==> config.mk <==
export PLATFORM = sky130hd
export DESIGN_NAME = id_hazard_ctrl
export DESIGN_NICKNAME = d
export VERILOG_FILES = /design/src/rtl/id_hazard_ctrl.sv
export SDC_FILE = /design/constraint.sdc
export NUM_CORES = 1
export LEC_CHECK = 0
export CAP_MARGIN = 20
export CORE_MARGIN = 10
export CORE_UTILIZATION = 34
export CTS_CLUSTER_DIAMETER = 30
export DETAILED_ROUTE_END_ITERATION = 16
export MAX_ROUTING_LAYER = met4
export PLACE_DENSITY = 0.83
export SETUP_SLACK_MARGIN = 0.3
export SYNTH_ARGS = -nofsm -noshare
export SYNTH_HDL_FRONTEND = slang
export SYNTH_SLANG_ARGS = --single-unit
==> constraint.sdc <==
create_clock -name clk -period 3.11 [get_ports clk]
set_input_delay 0.622 -clock clk [delete_from_list [all_inputs] [get_ports clk]]
set_output_delay 0.622 -clock clk [all_outputs]
set_load 0.005 [all_outputs]
==> src/rtl/id_hazard_ctrl.sv <==
// ID-stage hazard and forwarding controller.
// Tracks destination registers of the EX, MEM and WB stages, picks the
// youngest producer for each source operand, and raises load-use stalls
// and memory-wait freezes.
// Optional build macro: HAZARD_PERF_EN adds perf_lu_stalls / perf_fwd_cnt.
module id_hazard_ctrl #(
    parameter int unsigned REG_AW = 5,
    parameter int unsigned DATA_W = 32
) (
    input  logic              clk,
    input  logic              rst,
    input  logic              id_valid,
    input  logic [REG_AW-1:0] id_rs1,
    input  logic [REG_AW-1:0] id_rs2,
    input  logic              id_rs1_used,
    input  logic              id_rs2_used,
    input  logic [REG_AW-1:0] id_rd,
    input  logic              id_rd_we,
    input  logic              id_is_load,
    input  logic [DATA_W-1:0] rf_src1,
    input  logic [DATA_W-1:0] rf_src2,
    input  logic [DATA_W-1:0] ex_data,
    input  logic [DATA_W-1:0] mem_data,
    input  logic [DATA_W-1:0] wb_data,
    input  logic              mem_wait,
    input  logic              flush,
    output logic              stall_id,
    output logic              bubble_ex,
    output logic [1:0]        fwd_sel1,
    output logic [1:0]        fwd_sel2,
    output logic [DATA_W-1:0] src1,
    output logic [DATA_W-1:0] src2
`ifdef HAZARD_PERF_EN
    ,
    output logic [31:0]       perf_lu_stalls,
    output logic [31:0]       perf_fwd_cnt
`endif
);

    typedef struct packed {
        logic              v;
        logic [REG_AW-1:0] rd;
        logic              we;
        logic              ld;
    } slot_t;

    typedef enum logic [1:0] {
        RUN      = 2'd0,
        LU_STALL = 2'd1,
        MEM_WAIT = 2'd2
    } state_t;

    localparam logic [1:0] SEL_RF  = 2'b00;
    localparam logic [1:0] SEL_EX  = 2'b01;
    localparam logic [1:0] SEL_MEM = 2'b10;
    localparam logic [1:0] SEL_WB  = 2'b11;

    slot_t  ex_q, mem_q, wb_q;
    state_t state_q, state_d;

    logic       load_use;
    logic [1:0] sel1_raw, sel2_raw;

    function automatic logic slot_match(input slot_t s, input logic [REG_AW-1:0] rs,
                                        input logic used);
        return s.v && s.we && (s.rd == rs) && (rs != '0) && used;
    endfunction

    // Youngest producer wins: EX, then MEM, then WB, else register file.
    function automatic logic [1:0] pick_src(input slot_t se, input slot_t sm, input slot_t sw,
                                            input logic [REG_AW-1:0] rs, input logic used);
        if (slot_match(se, rs, used))      return SEL_EX;
        else if (slot_match(sm, rs, used)) return SEL_MEM;
        else if (slot_match(sw, rs, used)) return SEL_WB;
        else                               return SEL_RF;
    endfunction

    // Operand source selection, hazard detection and stall/bubble outputs.
    always_comb begin
        sel1_raw = pick_src(ex_q, mem_q, wb_q, id_rs1, id_rs1_used);
        sel2_raw = pick_src(ex_q, mem_q, wb_q, id_rs2, id_rs2_used);

        load_use = id_valid && !flush && ex_q.ld &&
                   (slot_match(ex_q, id_rs1, id_rs1_used) ||
                    slot_match(ex_q, id_rs2, id_rs2_used));

        // Reset overrides the handshake outputs so ID/EX is loaded with NOPs.
        stall_id  = rst && (load_use || mem_wait);
        bubble_ex = !rst || ((load_use || flush) && !mem_wait);
        fwd_sel1  = rst ? sel1_raw : SEL_RF;
        fwd_sel2  = rst ? sel2_raw : SEL_RF;

        unique case (fwd_sel1)
            SEL_EX:  src1 = ex_data;
            SEL_MEM: src1 = mem_data;
            SEL_WB:  src1 = wb_data;
            default: src1 = rf_src1;
        endcase
        unique case (fwd_sel2)
            SEL_EX:  src2 = ex_data;
            SEL_MEM: src2 = mem_data;
            SEL_WB:  src2 = wb_data;
            default: src2 = rf_src2;
        endcase
    end

    // Next-state logic: memory wait dominates, a load-use stall lasts one cycle.
    always_comb begin
        state_d = state_q;
        if (mem_wait) begin
            state_d = MEM_WAIT;
        end else begin
            unique case (state_q)
                RUN:      state_d = load_use ? LU_STALL : RUN;
                LU_STALL: state_d = RUN;
                MEM_WAIT: state_d = load_use ? LU_STALL : RUN;
                default:  state_d = RUN;
            endcase
        end
    end

    // State register.
    always_ff @(posedge clk) begin
        if (!rst) state_q <= RUN;
        else      state_q <= state_d;
    end

    // Scoreboard shift; frozen while memory is busy (flush is ignored then).
    always_ff @(posedge clk) begin
        if (!rst) begin
            ex_q  <= '0;
            mem_q <= '0;
            wb_q  <= '0;
        end else if (!mem_wait) begin
            wb_q  <= mem_q;
            mem_q <= ex_q;
            if (bubble_ex || !id_valid) begin
                ex_q <= '0;
            end else begin
                ex_q.v  <= 1'b1;
                ex_q.rd <= id_rd;
                ex_q.we <= id_rd_we;
                ex_q.ld <= id_is_load;
            end
        end
    end

`ifdef HAZARD_PERF_EN
    // Saturating counters: LU_STALL cycles, and issuing cycles that consume a forwarded operand.
    always_ff @(posedge clk) begin
        if (!rst) begin
            perf_lu_stalls <= '0;
            perf_fwd_cnt   <= '0;
        end else begin
            if (state_q == LU_STALL && perf_lu_stalls != '1)
                perf_lu_stalls <= perf_lu_stalls + 32'd1;
            if (id_valid && !stall_id && (fwd_sel1 != SEL_RF || fwd_sel2 != SEL_RF) &&
                perf_fwd_cnt != '1)
                perf_fwd_cnt <= perf_fwd_cnt + 32'd1;
        end
    end
`endif

endmodule
==> results.toml, run 1 <==
[clock_network]
max-clock-path-buffers = 2
htreeDepth = 1
holdBufCountCts = 0
cts_root_buffer = "clkbuf_8"
cts_made_buffers = 3
numClockSinks = 22

[place]
gp_routability_congestion = 0.978
hpwlAfterDp_mm = 17.3
port_buffers = 253
place_ws_ps = -943

[logic_synthesis]
synth_nets = 661
ys_seq_area_share_pct = 14.1
syn_inst = 477
synth-warning-count = 0
syn-cell-area_mm2 = 0.00313
ys_ff_latch = 22
syn_avg_cell_area_um2 = 6.57
synthDistinctLibCells = 48

[run_status]
status = "aborted with a tool error"
error = "[ERROR DPL-0038] Utilization greater than 100%, impossible to legalize"
lastStage = "global routing (5_1_grt)"

[sta]
endpoint_type = "primary output"
worst_endpoint = "src1[9]"

[floorplanning]
start_util_pct = 35.4
row_count = 34
num_io_pins = 254
die_x_um = 116
die_h_um = 116

[global_route]
grt_start_max_net_pins = 17
logic make-up after synthesis:
family | Yosys count | synth area share [%]
AOI/OAI and AO/OA | 183 | 39.3
xor gates and xnor gates | 30 | 8.39
buffers and inverters | 45 | 7.03
DFF | 22 | 14.1
muxes | 14 | 4.47
and+or+nand+nor | 183 | 26.8
repair_timing:
| action | 4_1_cts |
|---|---|
| setup buffers | 74 |
| gates cloned | 7 |
| pin swaps | 80 |
| setup endpoints to repair | 78 |
| gates resized for setup | 559 |
synthesized netlist by cell type (all sizes together):
library cell	n	area share, %
nor2	79	9.5
mux2i	14	4.5
xor2	8	2.2
a22oi	17	4.1
dfxtp	22	14
nand3	5	0.80
a211oi	2	0.64
and2	2	0.40
o2111a	1	0.36
o31a	2	0.56
nor4	2	0.60
or4	2	0.60
a31o	1	0.28
nand4b	1	0.28
nor4b	1	0.76
o211ai	1	0.24
a22o	7	2.0
o21ai	22	3.9
nor3	5	1.1
a31oi	36	7.4
o22ai	35	7.0
xnor2	22	6.2
and4b	1	0.32
o32a	1	0.32
or2	2	0.40
o21a	2	0.48
a2bb2oi	8	2.2
a21oi	30	4.9
clkbuf	24	2.9
buf	19	3.9
a211o	1	0.28
nand2	57	6.8
nand2b	1	0.20
or3	1	0.20
nand4	24	4.8
a21o	2	0.48
inv	2	0.24
o2bb2ai	15	4.2
metrics by stage:
| step | hold slack (ps) | std cells | utilization [%] | setup TNS [ps] | area [um2] |
|---|---|---|---|---|---|
| 2_1_floorplan | 446 | 477 | - | 0 | 3400 |
| 3_3_place_gp | 474 | 888 | 75.6 | -53970 | 6690 |
| 3_5_place_dp | 487 | 888 | 75.6 | -58600 | 6690 |
| 4_1_cts | 571 | 973 | 92.6 | -6480 | 8200 |
==> run 2, diff against run 1 <==
CTS_CLUSTER_DIAMETER = default   (was 30)
MAX_ROUTING_LAYER = default   (was met4)
PLACE_DENSITY = default   (was 0.83)
PLACE_DENSITY_LB_ADDON = 0.15   (was default)
SETUP_SLACK_MARGIN = default   (was 0.3)
==> results.toml, run 2 <==
[clock_network]
htreeDepth = 1
numClockSinks = 22
clock_latency_ps = 260
clkTransAtPathRegs_ps = 80
cts_root_buffer = "clkbuf_8"
max-clock-path-buffers = 2
cts_made_buffers = 3
holdBufCountCts = 0
cts_tree = "built"

[drt]
drc = 0
dr.pass1.iters = 9
detail-route-antenna-nets = 0
drt_iter0_drc = 1049
avgViaCountPerCell = 7.09
num_vias = 6720
totalWireLength_mm = 31.6
drt-wirelength-per-cell_um = 33.3

[setup_path]
worstPathArrival_ps = 3130
critPathBufInv = 6
required_ps = 2490
start_kind = "input port"
path_max_fanout = 10
endpoint_kind = "output pin"
rr_worst_depth = 10
crit_slowest_cell = "a22oi_1"
timing.rr.start = "ex_q[4]"
crit_top_cell = "buf_6"
r2r_end = "ex_q[2]"
critical_path.startpoint = "id_rs1[0]"
crit_type = "in -> out"
critical_path.endpoint = "src1[1]"
max_stage_delay_ps = 710
crit_family = "compound AO/OA/AOI/OAI gates"
r2r_setup_slack_ps = 580
path_depth = 11
cp_cell_sequence = "buf_6 > or4_4 > o21ai_4 > buf_6 > nor3_4 > buf_6 > buf_12 > buf_6 > a22oi_1 > a31oi_4 > buf_2"

[finish]
top_register = "ex_q"
area_growth_pct = 157
layout_commonest_cell = "clkdlybuf4s50_1"
largest_reg_flops = 8
final_cells = 948
drive_above_1_share_pct = 42.9
layout_common_cells = "171 x clkdlybuf4s50_1, 78 x buf_4, 57 x buf_2"
nNetsFinal = 1020
top_regs = "ex_q (8), mem_q (7), wb_q (7)"
fin_util_pct = 90.9

[power_and_ir_drop]
pwr-share-comb_pct = 53.3
p_int_mw = 0.820
ir_drop_mv = 0.343
seqPwrFrac_pct = 24.4
sw_frac_of_total_pct = 31.9
switchingPower_mw = 0.384
cellPowerDensity_mw_per_mm2 = 150
p_leak_nw = 3.19
clkPwrFrac_pct = 22.3

[logic_synthesis]
synth-warning-count = 0
syn_inst = 477
syn_avg_cell_area_um2 = 6.57
synth_nets = 661
synthDistinctLibCells = 48
synth_top_area_share_pct = 14.1
syn-cell-area_mm2 = 0.00313
ys_seq_area_share_pct = 14.1
ys_ff_latch = 22
yosysTopAreaCell = "dfxtp_1"
synth.most_common_cell = "nor2_1"
netlist_top_cells_area = "dfxtp_1 14%, nor2_1 9.5%, a31oi_1 7.0%, o22ai_1 7.0%, nand2_1 6.8%"
synthTopCellsByCount = "79 x nor2_1, 57 x nand2_1, 35 x a31oi_1, 35 x o22ai_1, 29 x a21oi_1"
synth-async-reset-ratio_pct = 0
synth_ff_type = "dfxtp_1"
synth_edf_count = 0

[place]
dp.cells = 873
gp_routability_congestion = 1.08
place_ws_ps = -886
port_buffers = 253
hpwlAfterDp_mm = 16.5

[floorplanning]
die_h_um = 116
dieArea_mm2 = 0.0135
start_util_pct = 35.4
core_area_mm2 = 0.00885
die_x_um = 116
num_io_pins = 254
row_count = 34

[sta]
hold_violations = 0
fmax_mhz = 266
max_slew_margin_pct = 42.1
period_needed_ps = 3750
fin_ws_ps = -643
fin_skew_ps = 1.41
worstMarginPinSlew_ps = 868
timing.final.crit_share_pct = 121
drv_slew = 0
rsz0062_at_grt = "true"
setup_viol = 67

[run_status]
failed_checks = "setup timing"
status = "finished with violations"

[run]
cap_violations = 0

[global_route]
grt_pass1_vias = 6306
grt_overflow_total = 0
grt_start_max_net_pins = 17
track_usage_pct = 34.4
antenna_found_initial = 5
grt_pass1_wl_mm = 36.6

[worst_hold_path]
worst_hold_path.num_cells = 2
worstHoldPathType = "reg -> reg"
worstHoldStart = "mem_q[1]"
-- run 2: timing repair --
item                       in CTS  in global routing
setup endpoints to repair      70                 68
pin swaps                      37                 57
buffers inserted               55                 11
gates cloned                   13                  3
gates resized for setup       461                117
-- run 2: worst reg2reg max path, cell delays in order, from the launching register on --
cell,delay (ps)
dfxtp_1,500
xnor2_1,200
nand4_1,260
buf_4,230
nor3_4,360
o21ai_4,120
buf_4,140
buf_4,120
nor4b_4,120
buf_4,180
a22o_1,190
-- run 2: worst min-delay path by stage --
stage               end  slack (ps)
4_1_cts        mem_q[1]         550
3_5_place_dp    ex_q[0]         480
3_3_place_gp    ex_q[0]         470
2_1_floorplan   ex_q[0]         450
5_1_grt        mem_q[1]         600
6_report       mem_q[1]         570
-- run 2: cell type report --
class / instances / area, um2
Antenna cell: 5 / 12.5
Clock buffer: 3 / 41.3
Clock inverter: 1 / 30.0
Fill cell: 353 / 807
Inverter: 2 / 7.51
Multi-Input combinational cell: 410 / 3430
Sequential cell: 22 / 443
Tap cell: 108 / 135
Timing Repair Buffer: 397 / 3940
-- run 2: power groups by stage --
| stage | clock network, mW | registers, mW | logic [mW] |
|---|---|---|---|
| after CTS | 0.271 | 0.292 | 0.550 |
| final | 0.269 | 0.293 | 0.642 |
| after global routing | 0.283 | 0.294 | 0.663 |
| after detailed placement | 0 | 0.298 | 0.527 |
| after floorplan | 0 | 0.296 | 0.123 |
| after global placement | 0 | 0.298 | 0.521 |
-- run 2: cell families after synthesis --
family / Yosys count / synth area share [%]
AND/OR/NAND/NOR: 183 / 26.8
multiplexers: 14 / 4.47
AO/OA/AOI/OAI: 183 / 39.3
XOR/XNOR: 30 / 8.39
flip-flops: 22 / 14.1
buffers and inverters: 45 / 7.03
-- run 2: metrics by stage --
step,instance area [um2],total power [mW],hold slack (ps),setup TNS [ps]
final,8040,1.20,567,-13450
after detailed placement,6320,0.825,476,-53900
after global placement,6320,0.819,471,-49530
after floorplan,3130,0.419,446,0
after CTS,7570,1.11,547,-11740
after global routing,8030,1.24,599,-16030
-- run 2: per-layer routing --
metal	up-vias	track usage [%]	part of all wire, %
li1	2526	-	-
met5	-	0	0.28
met2	767	59.1	44
met4	4	25.3	12
met1	3079	35.4	30
met3	344	9.51	15
Power figures use the tool's default switching activity.
==> run 3, diff against run 2 <==
CORE_UTILIZATION = 36   (was 34)
clock period = 4.7 ns   (was 3.11 ns; I/O delays follow)
==> results.toml, run 3 (synthesis gave the netlist of run 2 again) <==
[finish]
layout_commonest_cell = "clkdlybuf4s50_1"
top_register = "ex_q"
nNetsFinal = 912
top_regs = "ex_q (8), mem_q (7), wb_q (7)"
final_cells = 831
drive_above_1_share_pct = 7.44
antenna_cells = 0
layout_common_cells = "247 x clkdlybuf4s50_1, 79 x nor2_1, 56 x nand2_1"
largest_reg_flops = 8
area_growth_pct = 92.7

[power_and_ir_drop]
p_leak_nw = 2.26
cellPowerDensity_mw_per_mm2 = 107
ir_drop_mv = 0.226

[clock_network]
cts_tree = "built"
cts_made_buffers = 3
holdBufCountCts = 0
cts_root_buffer = "clkbuf_8"
numClockSinks = 22
clkTransAtPathRegs_ps = 70
cts_resized = 0
htreeDepth = 1
max-clock-path-buffers = 2
clock_latency_ps = 260
postCtsSetupBuffers = 0

[place]
port_buffers = 253
dp.cells = 827
hpwlAfterDp_mm = 15.8
gp_routability_congestion = 0.961

[sta]
max_slew_margin_pct = 43.4
fin_skew_ps = 3.67
period_needed_ps = 4610
rsz0062_at_grt = "false"
setup_viol = 0
drv_slew = 0
worstMarginPinSlew_ps = 848
fmax_mhz = 217
hold_violations = 0
timing.final.crit_share_pct = 98.1
setup_tns_ps = 0

[global_route]
track_usage_pct = 27.9
grt_overflow_total = 0
busiest_layer = "met2"
use_met1_pct = 33.5
grt_pass1_wl_mm = 29.3
grt_pass1_vias = 4908
antenna_found_initial = 0
grt_start_max_net_pins = 36
grtUsageMet3_pct = 4.49
grtUsageMet2_pct = 50.4

[setup_path]
rr_worst_depth = 7
cp_cell_sequence = "clkdlybuf4s50_1 > or4_4 > o21ai_4 > buf_4 > nor3_4 > a21oi_2 > buf_12 > o22ai_1 > a31oi_1 > clkdlybuf4s50_1"
crit_slowest_cell = "or4_4"
start_kind = "input port"
endpoint_kind = "output pin"
timing.rr.start = "ex_q[4]"
worstPathArrival_ps = 3670
required_ps = 3760
r2r_setup_slack_ps = 2600
path_max_fanout = 33
crit_top_cell = "clkdlybuf4s50_1"
crit_type = "in -> out"
r2r_end = "ex_q[5]"
max_stage_delay_ps = 550

[drt]
drt_iter0_drc = 380
drc = 0
num_vias = 4960
detail-route-antenna-nets = 0
avgViaCountPerCell = 5.97
totalWireLength_mm = 19.5
dr.pass1.iters = 7
drt-wirelength-per-cell_um = 23.4

[floorplanning]
die_h_um = 113
start_util_pct = 37.5
core_area_mm2 = 0.00834
dieArea_mm2 = 0.0128
row_count = 33
die_x_um = 113
num_io_pins = 254

[worst_hold_path]
worst_hold_path.num_cells = 1
worstHoldStart = "ex_q[0]"
worstHoldPathType = "reg -> reg"
worstHoldEndpoint = "ex_q[0]"

[run]
cap_violations = 0

[run_status]
status = "finished clean"
==> run 3: metrics by stage <==
step | area, um2 | worst slack (ps) | hold slack [ps] | total power [mW] | utilization [%]
6_report | 6030 | 89.6 | 504 | 0.646 | 72.4
5_1_grt | 6030 | 2.49 | 533 | 0.676 | 72.4
4_1_cts | 5990 | 6.59 | 506 | 0.647 | 71.8
3_5_place_dp | 5950 | 16.1 | 486 | 0.534 | 71.3
3_3_place_gp | 5950 | 54.9 | 468 | 0.530 | 71.3
2_1_floorplan | 3130 | 1200 | 446 | 0.277 | -
==> run 3: routing by layer <==
layer | up-vias | share of wire [%]
li1 | 2300 | -
met1 | 2322 | 38
met2 | 308 | 51
met3 | 30 | 8.5
met4 | 0 | 2.1
met5 | - | 0
==> run 3: layout make-up <==
type                            instances  area, um2
Tap cell                              105        131
Sequential cell                        22        440
Multi-Input combinational cell        410       2500
Fill cell                             695       2310
Timing Repair Buffer                  289       2910
Clock buffer                            3       41.3
Inverter                                2       7.51
==> run 3: report_power, final <==
part           switching (mW)  internal (mW)  total (mW)
Clock                  0.0553         0.0572       0.112
Combinational           0.116          0.224       0.340
Sequential            0.00407          0.189       0.193
Total                   0.175          0.471       0.646
==> run 3: worst max-delay path by stage <==
stage,cells past startpoint,to,slack [ps],start
finish,10,src1[18],90,id_rs1[4]
floorplan,7,src1[10],1200,id_rs1[2]
global route,10,src1[18],2,id_rs1[4]
global placement,8,src1[1],50,id_rs1[3]
detailed placement,8,src1[1],20,id_rs1[3]
CTS,8,src1[1],7,id_rs1[3]
==> run 3: worst max-delay path: cells and delay by family <==
family          cells  cell delay, ps
compound gates      4             710
buf+inv             4            1390
simple gates        2             600
==> run 4, diff against run 3 <==
CAP_MARGIN = default   (was 20)
PLACE_DENSITY = 0.91   (was default)
PLACE_DENSITY_LB_ADDON = default   (was 0.15)
==> results.toml, run 4 (synthesis gave the netlist of run 2 again) <==
[sta]
period_needed_ps = 4640
hold_violations = 0
max_slew_margin_pct = 55.1
setup_viol = 0
drv_slew = 0
fmax_mhz = 216
worstMarginPinSlew_ps = 673
setup_tns_ps = 0
fin_skew_ps = 4.37
timing.final.crit_share_pct = 98.6
rsz0062_at_grt = "false"

[finish]
top_regs = "ex_q (8), mem_q (7), wb_q (7)"
layout_common_cells = "252 x clkdlybuf4s50_1, 78 x nor2_1, 56 x nand2_1"
final_cell_area_mm2 = 0.00603
fillers = 641
seqCellArea_um2 = 440
drive_above_1_share_pct = 7.60
largest_reg_flops = 8
layout_commonest_cell = "clkdlybuf4s50_1"
multi_input_area_mm2 = 0.00250
fin_util_pct = 72.3
area_growth_pct = 92.4
top_register = "ex_q"
nNetsFinal = 909

[clock_network]
numClockSinks = 22
cts_tree = "built"
max-clock-path-buffers = 2
cts_made_buffers = 3
htreeDepth = 1
cts_root_buffer = "clkbuf_8"
clkTransAtPathRegs_ps = 80
postCtsSetupBuffers = 0
clock_latency_ps = 270

[drt]
num_vias = 5088
detail-route-antenna-nets = 0
drc = 0
drt-wirelength-per-cell_um = 23.4
totalWireLength_mm = 19.4
dr.pass1.iters = 5
drt_iter0_drc = 448
avgViaCountPerCell = 6.13

[floorplanning]
start_util_pct = 37.5
die_x_um = 113
die_h_um = 113
dieArea_mm2 = 0.0128
core_area_mm2 = 0.00834
row_count = 33
num_io_pins = 254

[setup_path]
start_kind = "input port"
r2r_setup_slack_ps = 2560
crit_type = "in -> out"
endpoint_kind = "output pin"
worstPathArrival_ps = 3700
required_ps = 3760
path_max_fanout = 21

[place]
port_buffers = 253
gp_routability_congestion = 0.994
hpwlAfterDp_mm = 15.6
placed_cell_area_mm2 = 0.00594

[global_route]
grt_start_max_net_pins = 39
grt_overflow_total = 0
antenna_found_initial = 1
grt_pass1_wl_mm = 28.9
grt_pass1_vias = 5027
track_usage_pct = 27.3

[worst_hold_path]
worstHoldPathType = "reg -> reg"

[power_and_ir_drop]
cellPowerDensity_mw_per_mm2 = 111
ir_drop_mv = 0.190
p_leak_nw = 2.20

[run_status]
status = "finished clean"

[run]
cap_violations = 0
[run 4: report_power, final]
part / internal (mW) / switching, mW
Clock: 0.0748 / 0.0620
Sequential: 0.189 / 0.00394
Combinational: 0.224 / 0.116
Total: 0.488 / 0.182
[run 4: stage by stage]
stage	worst slack [ps]	hold slack (ps)	cells	total power, mW
2_1_floorplan	1200	446	477	0.277
3_3_place_gp	97.4	460	825	0.527
3_5_place_dp	10.4	482	825	0.533
4_1_cts	25.9	501	829	0.667
5_1_grt	0.103	532	830	0.698
6_report	64.7	500	830	0.670
[run 4: timing repair]
| item | CTS | global route |
|---|---|---|
| gates resized for setup | 0 | 8 |
| endpoints found under the hold margin | 0 | 0 |
| hold buffers | 0 | 0 |
| setup endpoints to repair | 0 | 56 |
[run 4: cell type report]
cell class                      count  share of cell area [%]
Multi-Input combinational cell    410                    41.5
Clock buffer                        4                   0.913
Antenna cell                        1                  0.0415
Timing Repair Buffer              286                    47.9
Tap cell                          105                    2.18
Sequential cell                    22                    7.31
Inverter                            2                   0.125
[run 4: final timing paths]
| check | startpoint | to | depth (start not counted) |
|---|---|---|---|
| max | id_rs1[0] | src1[8] | 10 |
| min | ex_q[0] | ex_q[0] | 1 |
| max reg2reg | ex_q[4] | ex_q[6] | 7 |
| min reg2reg | ex_q[0] | ex_q[0] | 1 |
[run 4: worst max-delay path: stages]
cell and delay, ps:
clkdlybuf4s50_1 530, or4_4 540, o21ai_4 150, buf_4 160, nor3_4 60, a21oi_2 220
buf_12 200, o22ai_1 90, a31oi_1 240, clkdlybuf4s50_1 560
[run 4: routing by layer]
layer	global-route usage, %	share of wire, %
met1	31.3	37
met2	48.5	49
met3	6.50	10
met4	9.14	3.6
met5	0	0
